File: src/rtl/sprite_compositor.sv
// Two-stage VGA layer compositor: NSPR colour-keyed sprites over a dot grid and a
// background band, with sprite state shadowed per frame and sprite-0 collision flags.

module sprite_compositor_hit #(
  parameter int PW = 10
) (
  input  logic [PW-1:0] h_i,
  input  logic [PW-1:0] v_i,
  input  logic [PW-1:0] x_i,
  input  logic [PW-1:0] y_i,
  input  logic [PW-1:0] w_i,
  input  logic [PW-1:0] hgt_i,
  input  logic          en_i,
  output logic          hit_o
);
  // Right/bottom edges carry an extra bit so x+w never wraps.
  logic [PW:0] xe, ye;
  assign xe    = {1'b0, x_i} + {1'b0, w_i};
  assign ye    = {1'b0, y_i} + {1'b0, hgt_i};
  assign hit_o = en_i && (h_i >= x_i) && ({1'b0, h_i} < xe)
                      && (v_i >= y_i) && ({1'b0, v_i} < ye);
endmodule

module sprite_compositor #(
  parameter int            NSPR  = 4,
  parameter int            CW    = 12,
  parameter int            PW    = 10,
  parameter logic [CW-1:0] TKEY  = '0,
  parameter int            GX0   = 49,
  parameter int            GY0   = 191,
  parameter int            TILE  = 30,
  parameter int            GCOLS = 18,
  parameter int            GROWS = 5,
  parameter int            BG_V0 = 30,
  parameter int            BG_V1 = 370,
  localparam int           DOTS  = GCOLS * GROWS,
  localparam int           CN    = (NSPR > 1) ? NSPR - 1 : 1
) (
  input  logic                 clk,
  input  logic                 rst_n,
  input  logic                 valid,
  input  logic [PW-1:0]        h_cnt,
  input  logic [PW-1:0]        v_cnt,
  input  logic                 frame_start,
  input  logic [NSPR*PW-1:0]   spr_x,
  input  logic [NSPR*PW-1:0]   spr_y,
  input  logic [NSPR*PW-1:0]   spr_w,
  input  logic [NSPR*PW-1:0]   spr_h,
  input  logic [NSPR-1:0]      spr_en,
  input  logic [NSPR*CW-1:0]   spr_pixel,
  input  logic [DOTS-1:0]      dot_map,
  input  logic [DOTS-1:0]      big_map,
  input  logic [CW-1:0]        dot_pixel,
  input  logic [CW-1:0]        big_pixel,
  input  logic [CW-1:0]        bg_pixel,
  output logic [CW/3-1:0]      vgaRed,
  output logic [CW/3-1:0]      vgaGreen,
  output logic [CW/3-1:0]      vgaBlue,
  output logic [CN-1:0]        collide,
  output logic [7:0]           frame_cnt
);
  localparam int GX1 = GX0 + GCOLS * TILE;
  localparam int GY1 = GY0 + GROWS * TILE;
  localparam int IW  = $clog2(DOTS + 1);

  typedef logic [NSPR-1:0][PW-1:0] coord_t;

  coord_t          x_q, y_q, w_q, h_q;
  coord_t          x_e, y_e, w_e, h_e;
  logic [NSPR-1:0] en_q, en_e;

  // The frame_start pixel must already see the new frame's sprite state.
  assign x_e  = frame_start ? coord_t'(spr_x) : x_q;
  assign y_e  = frame_start ? coord_t'(spr_y) : y_q;
  assign w_e  = frame_start ? coord_t'(spr_w) : w_q;
  assign h_e  = frame_start ? coord_t'(spr_h) : h_q;
  assign en_e = frame_start ? spr_en : en_q;

  logic [NSPR-1:0] hit_d, hit_q, opq;
  logic            s1_vld_q, dot_q, big_q, band_q;
  logic            dot_d, big_d, band_d, in_cell;
  logic [PW-1:0]   hoff, voff;
  logic [IW-1:0]   col, row, idx;
  logic [CW-1:0]   rgb_d, rgb_q;
  logic [CN-1:0]   cur, pend_q, collide_q;
  logic [7:0]      fc_q;

  for (genvar k = 0; k < NSPR; k++) begin : g_spr
    sprite_compositor_hit #(.PW(PW)) u_hit (
      .h_i  (h_cnt),
      .v_i  (v_cnt),
      .x_i  (x_e[k]),
      .y_i  (y_e[k]),
      .w_i  (w_e[k]),
      .hgt_i(h_e[k]),
      .en_i (en_e[k]),
      .hit_o(hit_d[k])
    );
    assign opq[k] = hit_q[k] && (spr_pixel[k*CW +: CW] != TKEY);
  end

  always_comb begin
    hoff    = h_cnt - PW'(GX0);
    voff    = v_cnt - PW'(GY0);
    col     = IW'(hoff / PW'(TILE));
    row     = IW'(voff / PW'(TILE));
    idx     = col + row * IW'(GCOLS);
    in_cell = (int'(h_cnt) >= GX0 + 6) && (int'(h_cnt) < GX1) &&
              (int'(v_cnt) >= GY0)     && (int'(v_cnt) < GY1);
    dot_d   = 1'b0;
    big_d   = 1'b0;
    if (in_cell && (idx < IW'(DOTS))) begin
      dot_d = dot_map[idx];
      big_d = big_map[idx];
    end
    band_d  = (int'(v_cnt) >= BG_V0) && (int'(v_cnt) < BG_V1);
  end

  // Lowest index wins: walk from the bottom sprite up so higher priority overwrites.
  always_comb begin
    rgb_d = '0;
    if (dot_q)       rgb_d = big_q ? big_pixel : dot_pixel;
    else if (band_q) rgb_d = bg_pixel;
    for (int k = NSPR - 1; k >= 0; k--)
      if (opq[k]) rgb_d = spr_pixel[k*CW +: CW];
    if (!s1_vld_q) rgb_d = '0;
  end

  if (NSPR > 1) begin : g_col
    for (genvar k = 1; k < NSPR; k++) begin : g_pair
      assign cur[k-1] = s1_vld_q && opq[0] && opq[k];
    end
  end else begin : g_nocol
    assign cur = '0;
  end

  always_ff @(posedge clk or negedge rst_n) begin
    if (!rst_n) begin
      x_q       <= '0;
      y_q       <= '0;
      w_q       <= '0;
      h_q       <= '0;
      en_q      <= '0;
      s1_vld_q  <= 1'b0;
      hit_q     <= '0;
      dot_q     <= 1'b0;
      big_q     <= 1'b0;
      band_q    <= 1'b0;
      rgb_q     <= '0;
      pend_q    <= '0;
      collide_q <= '0;
      fc_q      <= '0;
    end else begin
      s1_vld_q <= valid;
      hit_q    <= hit_d;
      dot_q    <= dot_d;
      big_q    <= big_d;
      band_q   <= band_d;
      rgb_q    <= rgb_d;
      if (frame_start) begin
        x_q       <= x_e;
        y_q       <= y_e;
        w_q       <= w_e;
        h_q       <= h_e;
        en_q      <= en_e;
        // The S2 pixel in this cycle still belongs to the frame that is ending.
        collide_q <= pend_q | cur;
        pend_q    <= '0;
        fc_q      <= fc_q + 8'd1;
      end else begin
        pend_q    <= pend_q | cur;
      end
    end
  end

  assign vgaRed    = rgb_q[CW-1 -: CW/3];
  assign vgaGreen  = rgb_q[2*(CW/3)-1 -: CW/3];
  assign vgaBlue   = rgb_q[CW/3-1:0];
  assign collide   = collide_q;
  assign frame_cnt = fc_q;
endmodule

File: config.mk
export PLATFORM = sky130hd
export DESIGN_NAME = sprite_compositor
export DESIGN_NICKNAME = d
export VERILOG_FILES = /design/src/rtl/sprite_compositor.sv
export SDC_FILE = /design/constraint.sdc
export NUM_CORES = 1
export LEC_CHECK = 0
export ABC_AREA = 1
export ABC_CLOCK_PERIOD_IN_PS = 4000
export CORE_MARGIN = 8
export CORE_UTILIZATION = 45
export CTS_CLUSTER_DIAMETER = 30
export DETAILED_ROUTE_END_ITERATION = 12
export PLACE_DENSITY = 0.74
export SYNTH_ARGS = -nofsm -noshare
export SYNTH_HDL_FRONTEND = slang
export SYNTH_SLANG_ARGS = --single-unit
File: constraint.sdc
create_clock -name clk -period 4 [get_ports clk]
set_clock_uncertainty 0.1 [all_clocks]
set_input_delay 0.6 -clock clk [delete_from_list [all_inputs] [get_ports clk]]
set_output_delay 0.6 -clock clk [all_outputs]
set_load 0.02 [all_outputs]
-- Word level (Yosys, flattened, before mapping)
Cells that the tools add are included.
- bits in registers: 198
- input bits: 452
- output and inout bits: 23
- word-level logic and storage cells: 119
- $add $sub $neg: 12
- $mul: 1
- divide/modulo/power cells: 2
- order comparisons: 24
- muxes and demuxes: 20
- bitwise operators: 1
- reduce and logical (&&, ||, !) cells: 33
- operators by type and width (kind ; count):
    $mux 40 ; 4
    $mux 12 ; 8
    $add 10x10->11 ; 8
    $lt 10x11->1 ; 8
    $ge 10x10->1 ; 8
    $reduce_bool 12->1 ; 4
    $logic_and 1x1->1 ; 29
    $div 10x5->10 const B ; 2
    $lt 10x9->1 const B ; 2
    $bmux 1 s7 ; 2
    $ge 10x5->1 const B ; 1
    $ge 10x6->1 const B ; 1
    $ge 10x8->1 const B ; 1
    $lt 10x10->1 const B ; 1
    $sub 10x6->10 const B ; 1
    $sub 10x8->10 const B ; 1
    $add 8x1->8 const B ; 1
    $lt 7x8->1 const B ; 1
    $add 7x7->7 ; 1
    $lt 7x7->1 const B ; 1
    $mul 7x4->6 const B ; 1
    $mux 1 ; 4
    $mux 4 ; 1
    $mux 3 ; 1
    $or 3x3->3 ; 1

-- Logic depth before layout (Yosys ltp)
- depth after elaboration: 7
- gate-level depth with buffers: 47
- depth with buffers taken out: 46

-- Cells and area by module
Synthesis repeated with hierarchy kept, for this count alone.
- cell total of the unflattened synthesis: 3072
- area total of the unflattened synthesis: 20002.9 um^2
- modules (own cells, without submodules) (module ; instances ; cells each ; area each (um^2) ; seq. area each (um^2)):
    sprite_compositor ; 1 ; 1906 ; 12487.0 ; 4954.8
    sprite_compositor_hit (g_spr[0].u_hit ...) ; 2 ; 291 ; 1879.3 ; 0.0
    sprite_compositor_hit (g_spr[2].u_hit) ; 1 ; 292 ; 1886.8 ; 0.0
    sprite_compositor_hit (g_spr[3].u_hit) ; 1 ; 292 ; 1870.5 ; 0.0

-- Least setup slack after synthesis
OpenSTA, ideal clock, no wires.
- path kind: input-to-reg
- start point: in v_cnt[0]
- end point: reg dot_q
- library setup time: 0.078 ns
- arrival: 5.836 ns
- required time: 3.822 ns
- path slack: -2.013 ns
- stages on the path: 43
- path buffers: 2
- cell sequence: ha_1 > inv_1 > nor2_2 > nand2_1 > a21oi_2 > xor2_1 > inv_1 > nand4_2 > nand2_2 > nor2_1 > nand4_1 > nand2_2 > nand2_1 > nor2_1 > inv_1 > nand2_1 > inv_1 > nand2_1 > [7 not listed] > nand4_1 > or2_1 > nand2_2 > inv_2 > o21ai_2 > ha_1 > inv_1 > fa_1 > clkbuf_1 > inv_1 > nor2_1 > clkbuf_1 > inv_1 > nor2_1 > o211ai_1 > nand3_1 > nand3_1 > a21oi_1
- cells in the longest elaborated chain, start to end: 7
- elaborated cells on any way between the ends: 13
- those cells by class: add/sub (2); mul (1); div (1); order compare (3); mux (3); reduce/logical (3)
- ends and longest elaborated chain (what ; line ; RTL):
    start: declaration ; 43 ; input logic [PW-1:0] v_cnt,
    $sub 10x8->10 ; 104 ; voff = v_cnt - PW'(GY0);
    $div 10x5->10 ; 106 ; row = IW'(voff / PW'(TILE));
    $mul 7x4->6 ; 107 ; idx = col + row * IW'(GCOLS);
    $add 7x7->7 ; 107 ;
    $bmux 1 s7 or $lt 7x7->1 (tied branches) ; 113, 112 ;
    $mux 1 (implied by the code) or $logic_and 1x1->1 (tied branches) ; 113, 112 ;
    $mux 1 (*) ; 112 ; if (in_cell && (idx < IW'(DOTS))) begin
    via dot_d ; 81 ; logic dot_d, big_d, band_d, in_cell;
    end signal: assignment ; 156 ; dot_q <= dot_d;
    end: declaration ; 80 ; logic s1_vld_q, dot_q, big_q, band_q;
The timed path passes the listed nets; every way through them passes the cells marked *. The select of a mux whose other input is x is not followed.
A chain may end at the register's enable or synchronous reset.

-- Worst setup path after layout
- start point: in v_cnt[2]
- end point: reg big_q
- cells in the longest elaborated chain, start to end: 7
- elaborated cells on any way between the ends: 13
- those cells by class: add/sub (2); mul (1); div (1); order compare (3); mux (3); reduce/logical (3)
- ends and longest elaborated chain (what ; line ; RTL):
    $sub 10x8->10 ; 104 ;
    $div 10x5->10 ; 106 ;
    $mul 7x4->6 ; 107 ;
    $add 7x7->7 ; 107 ;
    $bmux 1 s7 or $lt 7x7->1 (tied branches) ; 114, 112 ;
    $mux 1 (implied by the code) or $logic_and 1x1->1 (tied branches) ; 114, 112 ;
    $mux 1 (*) ; 112 ;
    via big_d ; 81 ;
    end signal: assignment ; 157 ; big_q <= big_d;
    end: declaration ; 80 ;
Marked as above.

==> impl_metrics.csv <==
group,metric,value,unit
outcome,status,"finished with violations",
outcome,violations,"negative setup slack",
clock_tree,htreeDepth,4,
layout,stdcell_area,27800,sq um
critical_path,cp_common_cell,"nand2_2",
sta,slew_headroom,0.471,
global_routing,grt_antenna_before_repair,15,
floorplan,fp.dieArea,48100,sq um
logic_synthesis,netlist_area,18600,sq um
layout,final_common_cell,"nand2_1",
detailed_routing,firstDrtPassIters,7,
floorplan,die_w,219,microns
global_routing,overflow,0,
sta,layout_setup_ws,-1.64,ns
clock_tree,clk_pin_slew,0.08,ns
clock_tree,cts_tree,"done",
logic_synthesis,synth_seq_cells,198,
detailed_routing,via_count,20637,
global_routing,grt_pass1_wl,111000,microns
sta,worst_slew_pin_slew,0.790,ns
flow_run,maxCapViolations,0,
floorplan,ios,475,
detailed_routing,routed_wl,73100,microns
critical_path,arrival,5.88,ns
layout,syn_to_final_growth,49.1,%
logic_synthesis,ys_types,57,
global_routing,grt_max_degree,79,
place,finalWeightedCongestion,1.00,
floorplan,core_area,40800,sq um
logic_synthesis,synth_adder_area_share,0.176,
critical_path,crit_slowest_cell,"fa_2",
clock_tree,cts.path.max_buffers,2,
logic_synthesis,synthMuxAreaShare,0.00114,
logic_synthesis,synth_edf_count,0,
layout,finish.utilization,0.680,
global_routing,grt_use_total,0.292,
critical_path,path_delay_family,"simple AND/OR/NAND/NOR gates",
detailed_routing,antenna_left,0,
logic_synthesis,synthSimpleGateAreaFrac,0.273,
logic_synthesis,synth_xor_area_frac,0.0413,
logic_synthesis,synth_fp_nets,3310,
layout,nets,4100,
detailed_routing,drt_iter0_markers,1543,
critical_path,timing.critical_path.slowest_cell_delay,0.63,ns
power,p_leak,14.4,nW
sta,fmax,0.177,GHz
critical_path,worstSetupStartpointType,"input port",
clock_tree,clk_latency,0.46,ns
critical_path,path_class,"input port to flop",
logic_synthesis,synth_top_family_by_area,"simple AND/OR/NAND/NOR gates",
layout,drive_above_1_share,0.187,
clock_tree,root_buffer,"clkbuf_16",
floorplan,die_h,219,microns
critical_path,cp_max_fo,6,
sta,finalSetupTns,-3.26,ns
sta,hold_viol_final,0,
hold_path,hp-class,"input port to asynchronous set/reset pin",
clock_tree,cts_buffers,17,
logic_synthesis,synth.yosys.seq_area_share,0.266,
critical_path,cp-end-kind,"flop",
floorplan,num_rows,74,
sta,rsz0062_at_grt,"yes",
clock_tree,clock-sinks,198,
logic_synthesis,ys.flop_type,"dfrtp_1",
detailed_routing,drc,0,
sta,drv_slew,0,
sta,period_share,1.41,
critical_path,worstPathRequired,4.24,ns
detailed_routing,via_per_inst,5.23,
place,hpwl,59300,microns
layout,final_cell_mix,"nand2_1 (691), clkdlybuf4s50_1 (462), buf_4 (361)",
detailed_routing,wl_per_cell,18.5,microns
critical_path,crit_buf_inv,8,
power,ir_drop,0.321,mV
sta,setup_viol,2,
power,power.density,425,nW/um^2
place,place_area,26500,sq um
sta,period_minus_slack,5.64,ns
logic_synthesis,synth_compound_area_frac,0.148,
global_routing,grt_pass1_vias,21357,
logic_synthesis,syn_inst,2601,
logic_synthesis,ys_warn_count,0,
floorplan,initial_core_util,0.456,
logic_synthesis,syn_avg_cell_area,7.16,sq um
logic_synthesis,synthArstFlopShare,1.00,
clock_tree,cts-hold-fix-buffers,0,
place,port_buffers,474,
## worst paths after layout
kind	depth (start not counted)	endpoint	slack, ns	startpoint
max reg2reg	19	hit_q[1]	0.54	y_q[10]
min reg2reg	2	w_q[30]	0.37	w_q[30]
min in group clk	2	w_q[30]	0.37	w_q[30]
max	46	big_q	-1.64	v_cnt[2]
max in group asynchronous	2	frame_cnt[6]	2.84	rst_n
min	1	w_q[4]	0.05	rst_n
## power by group
group,internal [W],switching (W)
Combinational,0.00345,0.00410
Clock,0.00102,0.000860
Sequential,0.00223,0.000137
Total,0.00670,0.00510
## per-stage QoR
stage | cells | total power (W) | setup slack, ns | hold slack, ns
after detailed placement | 3872 | 0.00941 | -2.72 | 0.353
after floorplan | 2601 | 0.00656 | -1.53 | 0.204
after global routing | 3948 | 0.0127 | -1.91 | 0.112
after CTS | 3930 | 0.0116 | -1.39 | 0.0717
after global placement | 3872 | 0.00923 | -2.41 | 0.348
final | 3949 | 0.0118 | -1.64 | 0.0522
## final cells by class
type,count,area (sq um)
tap,532,666
multi-input combinational,1959,12300
fill,3373,13100
inverter,362,1370
antenna,13,32.5
clock buffer,19,443
timing repair buffer,853,7780
clock inverter,13,181
sequential,198,4950
## worst register-to-register path: cells and delay by family, from the launching register on
kind | cells | cell delay (ns)
compound gates | 7 | 1.01
xor+xnor | 1 | 0.15
fa+ha+maj | 3 | 0.94
buf+inv | 2 | 0.33
flops | 1 | 0.37
simple gates | 6 | 0.44
## registers in the layout, indices dropped and copies added, names as in the netlist
signal,cells
frame_cnt,8
y_q,40
en_q,4
collide,3
rgb_q,12
band_q,1
s1_vld_q,1
x_q,40
pend_q,3
h_q,40
dot_q,1
hit_q,4
big_q,1
w_q,40
## synthesized netlist by cell type (2+ instances only)
cell	count	area share
a2111oi_0	3	0.0014
a211oi_1	7	0.0028
a21boi_0	12	0.0048
a21o_1	6	0.0024
a21oi_1	145	0.039
a31oi_1	2	0.00067
buf_1	5	0.0010
buf_2	13	0.0035
buf_4	3	0.0012
buf_6	7	0.0042
clkbuf_1	54	0.011
clkinv_1	2	0.00040
dfrtp_1	198	0.27
fa_1	9	0.0097
ha_1	248	0.17
inv_1	346	0.070
inv_2	14	0.0028
nand2_1	708	0.14
nand2_2	24	0.0081
nand2_4	5	0.0030
nand3_1	145	0.039
nand3_2	3	0.0016
nand3b_1	37	0.015
nand4_1	16	0.0054
nand4_2	3	0.0020
nor2_1	99	0.020
nor2_2	7	0.0024
nor3_1	9	0.0024
nor4_1	12	0.0040
o2111ai_1	8	0.0038
o211ai_1	32	0.013
o21a_1	43	0.017
o21ai_0	151	0.041
o21ai_1	12	0.0032
o21ai_2	4	0.0019
o21bai_1	23	0.0093
o221ai_1	6	0.0028
o311ai_0	3	0.0014
or2_2	75	0.025
xnor2_1	30	0.014
xor2_1	56	0.026
## repair_timing
action | 4_1_cts | 5_1_grt
resized for setup | 93 | 55
endpoints found under the setup margin | 3 | 6
pin swaps | 49 | 41
hold endpoints to repair | 0 | 0
setup buffers | 25 | 8
gates cloned | 1 | 0
## per-layer routing
layer | routed length [microns] | GRT usage
met1 | 29400 | 0.343
met2 | 35900 | 0.513
met3 | 4590 | 0.0500
met4 | 3250 | 0.139
met5 | 13 | 0
## cells by family (layout without fill, tap and decap cells)
family                   count (synthesis)  after routing
buffers and inverters                  444           1247
AND/OR/NAND/NOR                       1148           1148
other                                    0             13
adder cells (fa/ha/maj)                257            257
multiplexers                             2              2
AO/OA/AOI/OAI                          465            465
flip-flops                             198            198
XOR/XNOR                                87             87
Power figures use the tool's default switching activity.
